**src/rtl/mapper_reducer.sv**
```systemverilog
// Snapshots NUM_MAPPERS running match counts on a start pulse and sums them
// one mapper per cycle into a saturated 32-bit total with a valid/ready output.
module mapper_reducer #(
  parameter int unsigned NUM_MAPPERS = 4
) (
  input  logic                        i_clk,
  input  logic                        i_rst,
  input  logic                        i_start,
  input  logic [32*NUM_MAPPERS-1:0]   i_counts,
  output logic                        o_busy,
  output logic                        o_total_valid,
  input  logic                        i_total_rdy,
  output logic [31:0]                 o_total,
  output logic                        o_overflow
);

  localparam int unsigned CNT_W = 32;
  localparam int unsigned IDX_W = (NUM_MAPPERS > 1) ? $clog2(NUM_MAPPERS) : 1;
  localparam logic [IDX_W-1:0] LAST_IDX = IDX_W'(NUM_MAPPERS - 1);

  typedef enum logic [1:0] {
    IDLE,
    SUM,
    OUT
  } state_t;

  state_t             state;
  logic [IDX_W-1:0]   idx;
  logic [CNT_W-1:0]   acc;
  logic               ovf;
  logic [CNT_W-1:0]   snap [NUM_MAPPERS];

  logic [CNT_W:0]     sum_c;
  logic [CNT_W-1:0]   next_acc_c;
  logic               next_ovf_c;

  // One 33-bit add per cycle; saturation is sticky for the rest of the run.
  always_comb begin
    sum_c      = {1'b0, acc} + {1'b0, snap[idx]};
    next_ovf_c = ovf | sum_c[CNT_W];
    next_acc_c = next_ovf_c ? '1 : sum_c[CNT_W-1:0];
  end

  always_ff @(posedge i_clk or posedge i_rst) begin
    if (i_rst) begin
      state         <= IDLE;
      idx           <= '0;
      acc           <= '0;
      ovf           <= 1'b0;
      for (int k = 0; k < int'(NUM_MAPPERS); k++) snap[k] <= '0;
      o_busy        <= 1'b0;
      o_total_valid <= 1'b0;
      o_total       <= '0;
      o_overflow    <= 1'b0;
    end else begin
      case (state)
        IDLE: begin
          if (i_start) begin
            for (int k = 0; k < int'(NUM_MAPPERS); k++)
              snap[k] <= i_counts[CNT_W*k +: CNT_W];
            acc    <= '0;
            ovf    <= 1'b0;
            idx    <= '0;
            o_busy <= 1'b1;
            state  <= SUM;
          end
        end
        SUM: begin
          acc <= next_acc_c;
          ovf <= next_ovf_c;
          if (idx == LAST_IDX) begin
            state         <= OUT;
            o_total_valid <= 1'b1;
            o_total       <= next_acc_c;
            o_overflow    <= next_ovf_c;
          end else begin
            idx <= idx + IDX_W'(1);
          end
        end
        OUT: begin
          // Result is held until the consumer takes it; start is ignored here.
          if (i_total_rdy) begin
            state         <= IDLE;
            o_total_valid <= 1'b0;
            o_busy        <= 1'b0;
          end
        end
        default: state <= IDLE;
      endcase
    end
  end

endmodule

```
**config.mk**
```make
export PLATFORM = sky130hd
export DESIGN_NAME = mapper_reducer
export DESIGN_NICKNAME = d
export VERILOG_FILES = /design/src/rtl/mapper_reducer.sv
export SDC_FILE = /design/constraint.sdc
export NUM_CORES = 1
export LEC_CHECK = 0
export CAP_MARGIN = 10
export CORE_MARGIN = 2
export CORE_UTILIZATION = 45
export CTS_BUF_LIST = sky130_fd_sc_hd__clkbuf_4
export DETAILED_ROUTE_END_ITERATION = 7
export GPL_TIMING_DRIVEN = 1
export HOLD_SLACK_MARGIN = 0.02
export PLACE_DENSITY = 0.73
export SYNTH_ARGS = -nofsm -noshare
export SYNTH_HDL_FRONTEND = slang
export SYNTH_SLANG_ARGS = --single-unit
export TNS_END_PERCENT = 30
```
**constraint.sdc**
```tcl
create_clock -name i_clk -period 8.5 [get_ports i_clk]
set_input_delay 0.85 -clock i_clk [delete_from_list [all_inputs] [get_ports i_clk]]
set_output_delay 0.85 -clock i_clk [all_outputs]
set_load 0.02 [all_outputs]
```
==> impl_metrics.py <==
metrics = {
    "logic_synthesis": {
        "synth_top_family_by_area": "multiplexers",
        "avgSynthCellArea_um2": 12.0,
        "syn_area_um2": 9990,
        "ys_top_cells_by_area": "dfrtp_1 (50%), mux2_2 (15%), mux4_2 (7.2%)",
        "yosysSeqAreaShare_pct": 50.1,
        "yosysTopAreaCellShare_pct": 50.1,
        "synthDistinctLibCells": 55,
        "synth_xor_area_share_pct": 2.45,
        "yosys.area.top_type": "dfrtp_1",
        "synth_async_sr_flop_share_pct": 100,
        "synth_edf_count": 0,
        "synthCells": 832,
        "ys_ff_latch": 200,
        "synthSimpleGateAreaFrac_pct": 7.06,
        "synth_ff_type": "dfrtp_1",
        "syn-num-nets": 998,
        "synthAdderAreaFrac_pct": 4.33,
        "synthMuxAreaShare_pct": 21.9,
        "synth-compound-area-share_pct": 11.8,
        "yosysWarnings": 0,
    },
    "placed_design": {
        "portBuffers": 166,
        "place_congestion": 0.925,
        "hpwl_um": 16900,
    },
    "setup_path": {
        "path_cells": "buf_4, mux4_2, fa_1, a211oi_1, o211ai_1, nand4_1, nand2_1, a211oi_1, o211a_1, xor2_1, a31oi_1",
        "crit_arrival_ps": 4670,
        "criticalPathCategory": "register to register",
        "worstPathRequired_ps": 8940,
        "worstPathMaxFanout": 25,
        "critPathMaxStageDelay_ps": 610,
        "cp-start-kind": "register",
        "worst-path-buf-inv": 1,
        "crit_family": "compound AO/OA/AOI/OAI gates",
        "cpMostUsedCell": "a211oi_1",
        "slowest_stage": "dfrtp_2",
        "cp-end-kind": "register",
    },
    "detailed_routing": {
        "drt_iter0_markers": 494,
        "num_vias": 7045,
        "drc_errors": 0,
        "wl_per_cell_um": 18.0,
        "drt-pass1-iter-count": 5,
        "postRouteAntennaNets": 0,
        "viasPerCell": 5.53,
        "drt_wl_total_um": 23000,
    },
    "floorplanning": {
        "die_area_um2": 23400,
        "initial_core_util_pct": 45.8,
        "ios": 167,
        "core_um2": 21800,
        "rows": 54,
        "dieHeight_um": 153,
        "die_w_um": 153,
    },
    "sta": {
        "maxSlewHeadroom_pct": 30.6,
        "min_period_over_period_pct": 49.8,
        "slew_viol_final": 0,
        "period_needed_ps": 4230,
        "worst_slew_pin_slew_ps": 1040,
        "finalHoldViolations": 0,
        "clock_skew_ps": 25.0,
        "setup_viol": 0,
        "rsz0062_at_grt": "no",
        "max_freq_mhz": 236,
        "fin_setup_tns_ps": 0,
    },
    "global_route": {
        "grt_usage_pct": 20.0,
        "grt_pass1_vias": 7047,
        "overflow": 0,
        "antenna_found_initial": 1,
        "grt_pass1_wl_um": 37400,
        "grt_max_degree": 130,
    },
    "clocking": {
        "cts_root_buf": "clkbuf_4",
        "post_cts_buffers": 0,
        "cts_buffers": 17,
        "cts_tree": "done",
        "clkTransAtPathRegs_ps": 160,
        "htreeDepth": 4,
        "hold_buffers": 0,
        "cts_buffer_depth": 2,
        "cts_sinks": 200,
        "clk_latency_ps": 580,
        "cts-resized-gates": 0,
    },
    "outcome": {
        "status": "complete, no violations",
    },
    "worst_hold_path": {
        "hold_path.class": "register to register",
    },
    "layout": {
        "drive_gt1_share_pct": 21.2,
        "final_nets": 1146,
        "final.fill_count": 1863,
        "synthToLayoutAreaGrowth_pct": 22.4,
    },
    "job": {
        "drv_cap": 0,
    },
}
## registers in the layout, summed over array words and instances, names as in the netlist
register       cells
o_total_valid      1
acc               32
ovf                1
o_overflow         1
snap             128
state              2
idx                2
o_total           32
o_busy             1
## cell usage after synthesis (6+ instances only)
cell and instances:
a21oi_1 38, nand4_1 9, o21ai_0 31, mux2_2 129, xor2_1 11, clkbuf_1 36, ha_1 33, nand2_1 75
xnor2_1 17, nor2_1 50, inv_1 13, a21o_1 19, nor3_1 10, nand3_1 11, o21bai_1 6, a31oi_1 9
dfrtp_1 200, mux4_2 32, o21ai_1 34
## tightest hold or removal path, cell delays in order (launching register included)
cell     delay, ps
dfrtp_1        380
nand2_1         50
o21ai_1         60
## layout by cell type (no fill, tap or decap), drive strengths merged, types with 3 or more instances in the layout
cell / n
nand4: 9
a21oi: 39
o21ai: 66
o22a: 3
and3: 4
nand2: 77
mux2: 129
bufinv: 4
clkdlybuf4s50: 166
clkinvlp: 3
nand3: 11
o211ai: 4
o31ai: 4
a31oi: 9
buf: 7
nor3: 10
xor2: 11
xnor2: 17
o31a: 3
o21bai: 6
ha: 33
mux4: 32
dfrtp: 200
a211oi: 5
clkbuf: 18
o21a: 5
and2: 4
inv: 18
a21o: 19
nor2: 50
a221o: 3
## metal layers
metal / track usage [%] / up-vias / routed length [um]
met3: 3.80 / 17 / 1120
met4: 4.76 / 0 / 261
met1: 29.6 / 3514 / 11000
met2: 30.7 / 178 / 10600
li1: - / 3336 / -
met5: 0 / - / 0
## metrics by stage
| step | utilization [%] | instance area, um2 | instances | hold WS (ps) | setup slack [ps] |
|---|---|---|---|---|---|
| after floorplan | - | 9990 | 832 | 456 | 2200 |
| after global placement | 54.5 | 11900 | 1241 | 466 | 4340 |
| after detailed placement | 54.5 | 11900 | 1241 | 477 | 4340 |
| after CTS | 56.0 | 12200 | 1272 | 513 | 4310 |
| after global routing | 56.0 | 12200 | 1273 | 539 | 4010 |
| final | 56.0 | 12200 | 1273 | 506 | 4270 |
## worst paths after layout
kind,start,to,depth (start not counted),slack (ps)
min,o_total[18]$_DFFE_PP0P_,o_total[18]$_DFFE_PP0P_,2,510
min in group asynchronous,i_rst,snap[10]$_DFFE_PP0P_,2,790
max,idx[1]$_DFFE_PP0P_,o_total[26]$_DFFE_PP0P_,11,4270
max in group asynchronous,i_rst,snap[84]$_DFFE_PP0P_,3,6150
min reg2reg,o_total[18]$_DFFE_PP0P_,o_total[18]$_DFFE_PP0P_,2,510
max reg2reg,idx[1]$_DFFE_PP0P_,o_total[26]$_DFFE_PP0P_,11,4270
## area by class of cell
class	count	area, um2	share of cell area (%)
antenna	1	2.50	0.0205
inverter	13	56.3	0.460
tap	280	350	2.87
clock inverter	13	193	1.58
sequential	200	5010	40.9
multi-input combinational	575	4770	39.0
timing repair buffer	173	1710	14.0
clock buffer	18	135	1.11
## cell families (layout without fill, tap and decap cells)
group | after synthesis | after routing
buffers and inverters | 57 | 217
adder cells (fa/ha/maj) | 34 | 34
multiplexers | 163 | 163
flip-flops | 200 | 200
AND/OR/NAND/NOR | 167 | 167
AO/OA/AOI/OAI | 183 | 183
other | 0 | 1
XOR/XNOR | 28 | 28
Power is left out: the tool's default activity adds up to more than one toggle a clock period on the data nets, which glitch-free logic cannot reach.
==> edit 1, RTL diff (same flow settings) <==
Reset style: synchronous (`i_rst`), changed in one clocked block.
--- a/src/rtl/mapper_reducer.sv
+++ b/src/rtl/mapper_reducer.sv
@@ -42,5 +42,5 @@
   end
 
-  always_ff @(posedge i_clk or posedge i_rst) begin
+  always_ff @(posedge i_clk) begin
     if (i_rst) begin
       state         <= IDLE;
Formal check against the unedited RTL: differs if i_rst is asserted again (counterexample within 4 cycles, from zero or initial values and one cycle with i_rst high); with i_rst held inactive, the same outputs for 4 cycles.
==> edit 1 against the original RTL <==
  * Routed wire length fell by 4.2%
  * Worst setup slack got worse by 0.38 ns
  * Sequential cell count rose by 2
  * Clock skew rose by 0.014 ns
  * First-iteration DRC count rose by 10%
  * Final area fell by 0.47%
  * Global-route usage fell by 0.34 points
  * Hold slack got worse by 0.036 ns
  * Area after synthesis fell by 3.1%
  * Critical endpoint is now acc[10]
  * Largest cell class unchanged
  * Highest routed layer unchanged
==> edit 1: results (changes against the original RTL) <==
grt_pass1_wl_um: 34600  # was 37400 um
post-place-cells: 1225  # was 1241
fill_cells: 1823  # was 1863
wire_per_inst_um: 16.7  # was 18.0 um
seq_area_frac_synth_pct: 55.0  # was 50.1%
track_usage_pct: 19.7  # was 20.0%
fin_util_pct: 57.7  # was 56.0%
crit_slowest_cell: "mux4_2"  # was dfrtp_2
cts_buffers: 51  # was 17
arrival_ns: 5.13  # was 4.67 ns
path_clk_slew_ns: 0.08  # was 0.16 ns
synth_cell_types: 50  # was 55
cts.path.max_buffers: 3  # was 2
worst_pin_slew_ns: 1.14  # was 1.04 ns
status: "completed"  # unchanged
synth_fp_nets: 996  # was 998
grt_pass1_vias: 6670  # was 7047
synth-edff-count: 128  # was 0
async_flop_share_pct: 0  # was 100%
synth.area.top_cells: "edfxtp_1 (40%), dfxtp_1 (15%), and2_1 (8.5%), mux4_2 (7.4%), ha_1 (4.3%)"  # was dfrtp_1 (50%), mux2_2 (15%), mux4_2 (7.2%), ha_1 (4.1%), nand2_1 (2.8%)
instances_no_fill: 1319  # was 1273
place.gp.congestion: 0.871  # was 0.925
synth_ff_type: "edfxtp_1"  # was dfrtp_1
layout-drive-gt1-share_pct: 13.3  # was 21.2%
dp_slack_ns: 3.88  # was 4.34 ns
critical_path_peak_fanout: 43  # was 25
-- edit 1: cell types whose count changed in the layout (fill, tap and decap cells not counted), moves of 33 or more --
cell | unedited run | this run
dfrtp_1 | 198 | 0
edfxtp_1 | 0 | 128
mux2_2 | 129 | 2
and2_1 | 4 | 130
dfxtp_1 | 0 | 73
clkbuf_4 | 18 | 71
o21ai_1 | 33 | 0
-- edit 1: cells by family (layout without fill, tap and decap cells) --
kind of cell,Yosys count,in the layout,synth area share [%]
AND/OR/NAND/NOR,305,305,16.2
flip-flops,202,202,55.0
AO/OA/AOI/OAI,169,169,11.8
buffers and inverters,59,272,2.47
adder cells (fa/ha/maj),34,34,4.47
multiplexers,34,34,7.67
XOR/XNOR,27,27,2.44
other,0,1,0
-- edit 1: metal layers --
layer | wire, um | track usage (%) | vias up
li1 | - | - | 3392
met1 | 10500 | 29.1 | 3196
met2 | 9640 | 28.8 | 256
met3 | 1520 | 4.42 | 30
met4 | 366 | 6.26 | 0
met5 | 0 | 0 | -
-- edit 1: power by group --
| part | switching [mW] | total, mW | internal (mW) | leakage, nW |
|---|---|---|---|---|
| Combinational | 0.185 | 0.346 | 0.162 | 2.32 |
| Sequential | 0.0251 | 1.14 | 1.11 | 1.99 |
| Clock | 0.386 | 0.776 | 0.389 | 0.374 |
-- edit 1: layout make-up --
cell class | count | share of cell area (%)
flip-flops and latches | 202 | 43.8
multi-input cells | 569 | 34.0
repair buffers | 172 | 14.0
clock buffers | 71 | 4.38
well taps | 275 | 2.83
clock inverters | 22 | 0.761
inverters | 7 | 0.216
diodes | 1 | 0.0206
-- edit 1: final timing paths --
check,startpoint,to,slack [ns],cells after the start
max reg2reg,flip-flop,acc[10],3.89,14
min reg2reg,acc[7],acc[7],0.47,2
max,flip-flop,acc[10],3.89,14
min,acc[7],acc[7],0.47,2
==> edit 2, RTL diff (config.mk and constraints unchanged) <==
Made on the original files. Change the parameter `NUM_MAPPERS` from 4 to 2.
--- a/src/rtl/mapper_reducer.sv
+++ b/src/rtl/mapper_reducer.sv
@@ -2,5 +2,5 @@
 // one mapper per cycle into a saturated 32-bit total with a valid/ready output.
 module mapper_reducer #(
-  parameter int unsigned NUM_MAPPERS = 4
+  parameter int unsigned NUM_MAPPERS = 2
 ) (
   input  logic                        i_clk,
Interface: changed (resized i_counts); port bits go from 167 to 103. No check against the original RTL was run, so the function may have changed too.
==> edit 2 against the original RTL <==
  * Routed wire length decreased by 25%
  * Via count decreased by 15%
  * Die area decreased by 27%
  * Final cell count decreased by 11%
  * Worst setup slack got worse by 0.22 ns
  * Final area decreased by 29%
  * Sequential cell count decreased by 65
  * Area after synthesis decreased by 28%
Power is not shown: default switching activity piles up to over one toggle a cycle in this logic, so the estimate is an artifact.
==> edit 2: results (changes against the original RTL) <==
synth-xor-area-share_pct: 3.05  # was 2.45%
fin_skew_ns: 0.0174  # was 0.0250 ns
grt_pass1_vias: 5840  # was 7047
insertedDiodeCount: 0  # was 1
dp_slack_ns: 4.02  # was 4.34 ns
seq_area_frac_synth_pct: 47.0  # was 50.1%
slowest_delay_ns: 0.90  # was 0.61 ns
std_cell_rows: 46  # was 54
track_usage_pct: 21.2  # was 20.0%
place.gp.congestion: 0.948  # was 0.925
synth.area.top_cells: "dfrtp_1 (47%), nand2_1 (12%), ha_1 (5.6%), mux2_2 (5.0%), a21oi_1 (4.0%)"  # was dfrtp_1 (50%), mux2_2 (15%), mux4_2 (7.2%), ha_1 (4.1%), nand2_1 (2.8%)
muxShareOfSynthArea_pct: 5.30  # was 21.9%
largest_class: "multi-input combinational cells"  # was registers
use_met2_pct: 34.6  # was 30.7%
cts.sink_count: 135  # was 200
layout-drive-gt1-share_pct: 9.47  # was 21.2%
synth-compound-area-share_pct: 15.4  # was 11.8%
dr_wl_met3_um: 788  # was 1120 um
place_area_um2: 8370  # was 11900 um^2
crit_slowest_cell: "dfrtp_1"  # was dfrtp_2
wl_met1_um: 8000  # was 11000 um
first_iter_violations: 377  # was 494
synth_cell_types: 51  # was 55
status: "completed"  # unchanged
ff2ff_path_depth: 12  # was 11
vias: 5974  # was 7045
synthAdderAreaFrac_pct: 5.85  # was 4.33%
arrival_ns: 4.88  # was 4.67 ns
path_clk_slew_ns: 0.13  # was 0.16 ns
clkLatencyLatePin_ns: 0.56  # was 0.58 ns
seq_area_um2: 3380  # was 5010 um^2
slew_headroom_pct: 21.3  # was 30.6%
hpwl_um: 11700  # was 16900 um
inverters: 17  # was 13
synth_fp_nets: 920  # was 998
reg_top3: "snap (64), acc (32), o_total (32)"  # was snap (128), acc (32), o_total (32)
multi_input_area_um2: 3590  # was 4770 um^2
grt_pass1_wl_um: 28400  # was 37400 um
grtUsageMet1_pct: 28.9  # was 29.6%
n_all_buffers: 108  # was 173
nets: 1007  # was 1146
critical_path_peak_fanout: 24  # was 25
synth_commonest_cells: "nand2_1 (237), dfrtp_1 (135), a21oi_1 (57)"  # was dfrtp_1 (200), mux2_2 (129), nand2_1 (75)
met3_usage_pct: 4.14  # was 3.80%
instances_no_fill: 1135  # was 1273
clock_area_share_pct: 3.52  # was 2.68%
[edit 2: changes by cell type after synthesis, moves of 5 or more]
cell     before  now
dfrtp_1     200  135
a21o_1       19   12
nand2_1      75  237
a21oi_1      38   57
nand3_1      11   37
o21ai_0      31   38
mux2_2      129   32
nand4_1       9    3
mux4_2       32    0
xor2_1       11    6
o21ai_1      34   27
nor3_1       10    5
[edit 2: path summary, 6_finish.rpt]
kind                       startpoint          end  slack, ns
max                               idx  o_total[23]       4.05
min                          snap[10]     snap[10]       0.49
max reg2reg                       idx  o_total[23]       4.05
min reg2reg                  snap[10]     snap[10]       0.49
max in group asynchronous       i_rst      acc[18]       6.33
min in group asynchronous       i_rst     snap[15]       0.81
[edit 2: cells by family after synthesis]
logic type               after synthesis
AND/OR/NAND/NOR                      354
AO/OA/AOI/OAI                        181
flip-flops                           135
buffers and inverters                 57
multiplexers                          34
adder cells (fa/ha/maj)               33
XOR/XNOR                              25
